===== src/rtl/segment_static_decoder.sv =====
// Static single-digit hex 7-segment driver with a registered segment bus,
// optional common-anode inversion and optional parameter-driven blinking.
module segment_static_decoder #(
  parameter bit          SEG_ACTIVE_LOW = 1'b0,
  parameter bit          DP_ON          = 1'b0,
  parameter int unsigned BLINK_DIV      = 0,
  parameter int          CNT_W          = 32
) (
  input  logic       clk,
  input  logic       rst_n,
  input  logic [3:0] data,
  output logic [7:0] segment
);

  localparam logic [7:0] POL_MASK = {8{SEG_ACTIVE_LOW}};

  logic [CNT_W-1:0] r_cnt;
  logic             r_visible;
  logic [7:0]       r_segment;
  logic [6:0]       w_glyph;
  logic [7:0]       w_seg_next;

  // Active-high glyphs, bit order {g,f,e,d,c,b,a}
  always_comb begin
    w_glyph = 7'h00;
    case (data)
      4'h0: w_glyph = 7'h3F;
      4'h1: w_glyph = 7'h06;
      4'h2: w_glyph = 7'h5B;
      4'h3: w_glyph = 7'h4F;
      4'h4: w_glyph = 7'h66;
      4'h5: w_glyph = 7'h6D;
      4'h6: w_glyph = 7'h7D;
      4'h7: w_glyph = 7'h07;
      4'h8: w_glyph = 7'h7F;
      4'h9: w_glyph = 7'h6F;
      4'hA: w_glyph = 7'h77;
      4'hB: w_glyph = 7'h7C;
      4'hC: w_glyph = 7'h39;
      4'hD: w_glyph = 7'h5E;
      4'hE: w_glyph = 7'h79;
      4'hF: w_glyph = 7'h71;
      default: w_glyph = 7'h00;
    endcase
  end

  // The phase in effect before the edge decides this edge's output, so the
  // wrap edge still shows a glyph and each phase lasts exactly BLINK_DIV cycles.
  always_comb begin
    w_seg_next = 8'h00;
    if (r_visible) begin
      w_seg_next = {DP_ON, w_glyph};
    end
    w_seg_next = w_seg_next ^ POL_MASK;
  end

  always_ff @(posedge clk) begin
    if (!rst_n) begin
      r_cnt     <= '0;
      r_visible <= 1'b1;
      r_segment <= POL_MASK;
    end else begin
      r_segment <= w_seg_next;
      if (BLINK_DIV != 0) begin
        if (r_cnt == CNT_W'(BLINK_DIV - 1)) begin
          r_cnt     <= '0;
          r_visible <= ~r_visible;
        end else begin
          r_cnt <= r_cnt + 1'b1;
        end
      end else begin
        r_cnt     <= '0;
        r_visible <= 1'b1;
      end
    end
  end

  assign segment = r_segment;

endmodule


===== config.mk =====
export PLATFORM = sky130hd
export DESIGN_NAME = segment_static_decoder
export DESIGN_NICKNAME = d
export VERILOG_FILES = /design/src/rtl/segment_static_decoder.sv
export SDC_FILE = /design/constraint.sdc
export NUM_CORES = 1
export LEC_CHECK = 0
export BUFFER_PORTS_ARGS = -buffer_cell sky130_fd_sc_hd__clkbuf_2
export CAP_MARGIN = 20
export CORE_AREA = 2 2 39 41
export CTS_BUF_LIST = sky130_fd_sc_hd__clkbuf_4 sky130_fd_sc_hd__clkbuf_8
export DETAILED_ROUTE_END_ITERATION = 8
export DIE_AREA = 0 0 41 43
export GPL_TIMING_DRIVEN = 1
export PLACE_DENSITY = 0.57
export SLEW_MARGIN = 20
export SYNTH_ARGS = -nofsm -noshare
export SYNTH_HDL_FRONTEND = slang
export SYNTH_SLANG_ARGS = --single-unit

===== constraint.sdc =====
create_clock -name clk -period 1.2 [get_ports clk]
set_input_delay 0.18 -clock clk [delete_from_list [all_inputs] [get_ports clk]]
set_output_delay 0.18 -clock clk [all_outputs]
set_load 0.1 [all_outputs]

==> flow_summary.json <==
{
  "layout-drive-gt1-share": 0.5000,
  "finalWeightedCongestion": 0.7459,
  "critPathLaunchType": "flop",
  "synth_cells": 44,
  "worstHoldPathType": "in2reg",
  "layout.nets": 72,
  "period_share": 0.8086,
  "cts.htree.levels": 1,
  "crit_type": "reg2out",
  "powerDensity_nw_per_um2": 1243,
  "wirelength_um": 784,
  "dp_hpwl_um": 649.2,
  "firstDrtPassIters": 3,
  "row_count": 14,
  "fillers": 126,
  "cts_resized": 0,
  "synthesis.nets": 57,
  "root_buffer": "clkbuf_4",
  "viasPerCell": 4.635,
  "cp.required_ps": 1020,
  "timing_hold_violations_final": 0,
  "power_mw": 0.8536,
  "critPathBufInv": 1,
  "peakVddDrop_uv": 541.7,
  "end_kind": "output port",
  "tns_ps": 0,
  "area_delta_synth_final_pct": 40.77,
  "grt.overflow.total": 0,
  "rsz0062_at_grt": "false",
  "grt_max_degree": 15,
  "synthDistinctLibCells": 24,
  "portBuffers": 12,
  "antenna_cells": 0,
  "min_period_ps": 970.4,
  "cts_max_path_buffers": 2,
  "pwr-share-seq": 0.315,
  "grt_pass1_wl_um": 1214,
  "grt_usage": 0.1155,
  "die-area_um2": 1763,
  "clkPwrFrac": 0.277,
  "p_leak_nw": 0.3232,
  "syn_area_um2": 488.0,
  "max_freq_mhz": 1031,
  "cts_hold_buf": 0,
  "die_w_um": 41,
  "drc": 0,
  "drtIter0Drc": 5,
  "cts_tree": "yes",
  "post_drt_wl_per_cell_um": 10.59,
  "worstPathMaxFanout": 1,
  "power_frac_comb": 0.407,
  "ant_nets": 0,
  "cts.sinks": 7,
  "ios": 14,
  "cts.reportedPaths.clkPinSlew_ps": 50,
  "crit_arrival_ps": 790,
  "coreArea_um2": 1384,
  "synth.avg_cell_area_um2": 11.09,
  "final_core_util": 0.4964,
  "yosys_warnings": 0,
  "path_delay_family": "flip-flops",
  "cts_setup_buffers": 0,
  "largest_reg_flops": 7,
  "slowest_stage": "dfxtp_1",
  "synthArstFlopShare": 0,
  "die_y_um": 43,
  "status": "completed",
  "finalSetupViolations": 0,
  "vias": 343,
  "grt_pass1_vias": 309,
  "final_cell_mix": "ha_1 (7), buf_12 (7), dfxtp_1 (7)",
  "power_switching_mw": 0.3208,
  "ys_seq_area_frac": 0.2872,
  "switching_share": 0.3758,
  "crit_chain": "buf_12",
  "internal_power_mw": 0.5328,
  "synth_seq_cells": 7,
  "synth_edf_count": 0,
  "initial_core_util": 0.3526,
  "antenna_found_initial": 0,
  "numCtsBuffers": 3,
  "synth_ff_type": "dfxtp_1",
  "critPathMaxStageDelay_ps": 350,
  "drv_slew": 0,
  "maxCapViolCount": 0
}
==> worst paths after layout <==
path  startpoint         end  depth (start not counted)
max   segment[4]  segment[4]                          1
min        rst_n  segment[2]                          3
==> metal layers <==
| metal | track usage | wire length, um |
|---|---|---|
| met1 | 0.1158 | 311 |
| met2 | 0.1531 | 390 |
| met3 | 0.06283 | 40 |
| met4 | 0.1200 | 42 |
| met5 | 0 | 0 |
==> synth_stat cells, drive strengths merged, types with 2 or more instances <==
library cell,n,area share
o32ai,3,0.10
inv,3,0.023
buf,3,0.049
a21oi,2,0.021
ha,7,0.18
dfxtp,7,0.29
and2b,2,0.038
nor2b,2,0.041
mux2,4,0.11
o31ai,2,0.031
==> per-stage QoR <==
step	setup WS [ps]	cell area (um^2)	hold slack, ps	std cells
finish	229.6	686.9	197.4	74
global placement	21.45	656.9	465.1	70
detailed placement	3.324	656.9	463.8	70
CTS	218.5	686.9	195.4	74
floorplan	111.0	488.0	293.5	44
global route	189.2	686.9	215.1	74
==> final cells by class <==
type,instances,area [um^2],share of cell area
Inverter,3,11.26,0.01639
Tap cell,16,20.02,0.02914
Sequential cell,7,140.1,0.2040
Multi-Input combinational cell,31,312.8,0.4554
Clock buffer,4,30.03,0.04372
Timing Repair Buffer,13,172.7,0.2514
==> worst min-delay path, delay by kind of cell <==
family / cells / cell delay (ps)
AO/OA/AOI/OAI: 1 / 30
buffers and inverters: 2 / 190
==> power by group through the flow <==
stage                     clock (mW)  combinational [mW]  sequential [mW]
final                          0.237               0.348            0.269
after global routing           0.258               0.363            0.270
after CTS                      0.245               0.350            0.269
after detailed placement           0               0.350            0.274
after global placement             0               0.348            0.274
after floorplan                    0               0.101            0.408
==> logic make-up after synthesis <==
| group | synth area share |
|---|---|
| simple gates | 0.1564 |
| compound gates | 0.1897 |
| fa+ha+maj | 0.1795 |
| flops | 0.2872 |
| buf+inv | 0.07179 |
| mux | 0.1077 |
| other cells | 0.007685 |
Note: power is estimated with default switching activity, not from simulation.
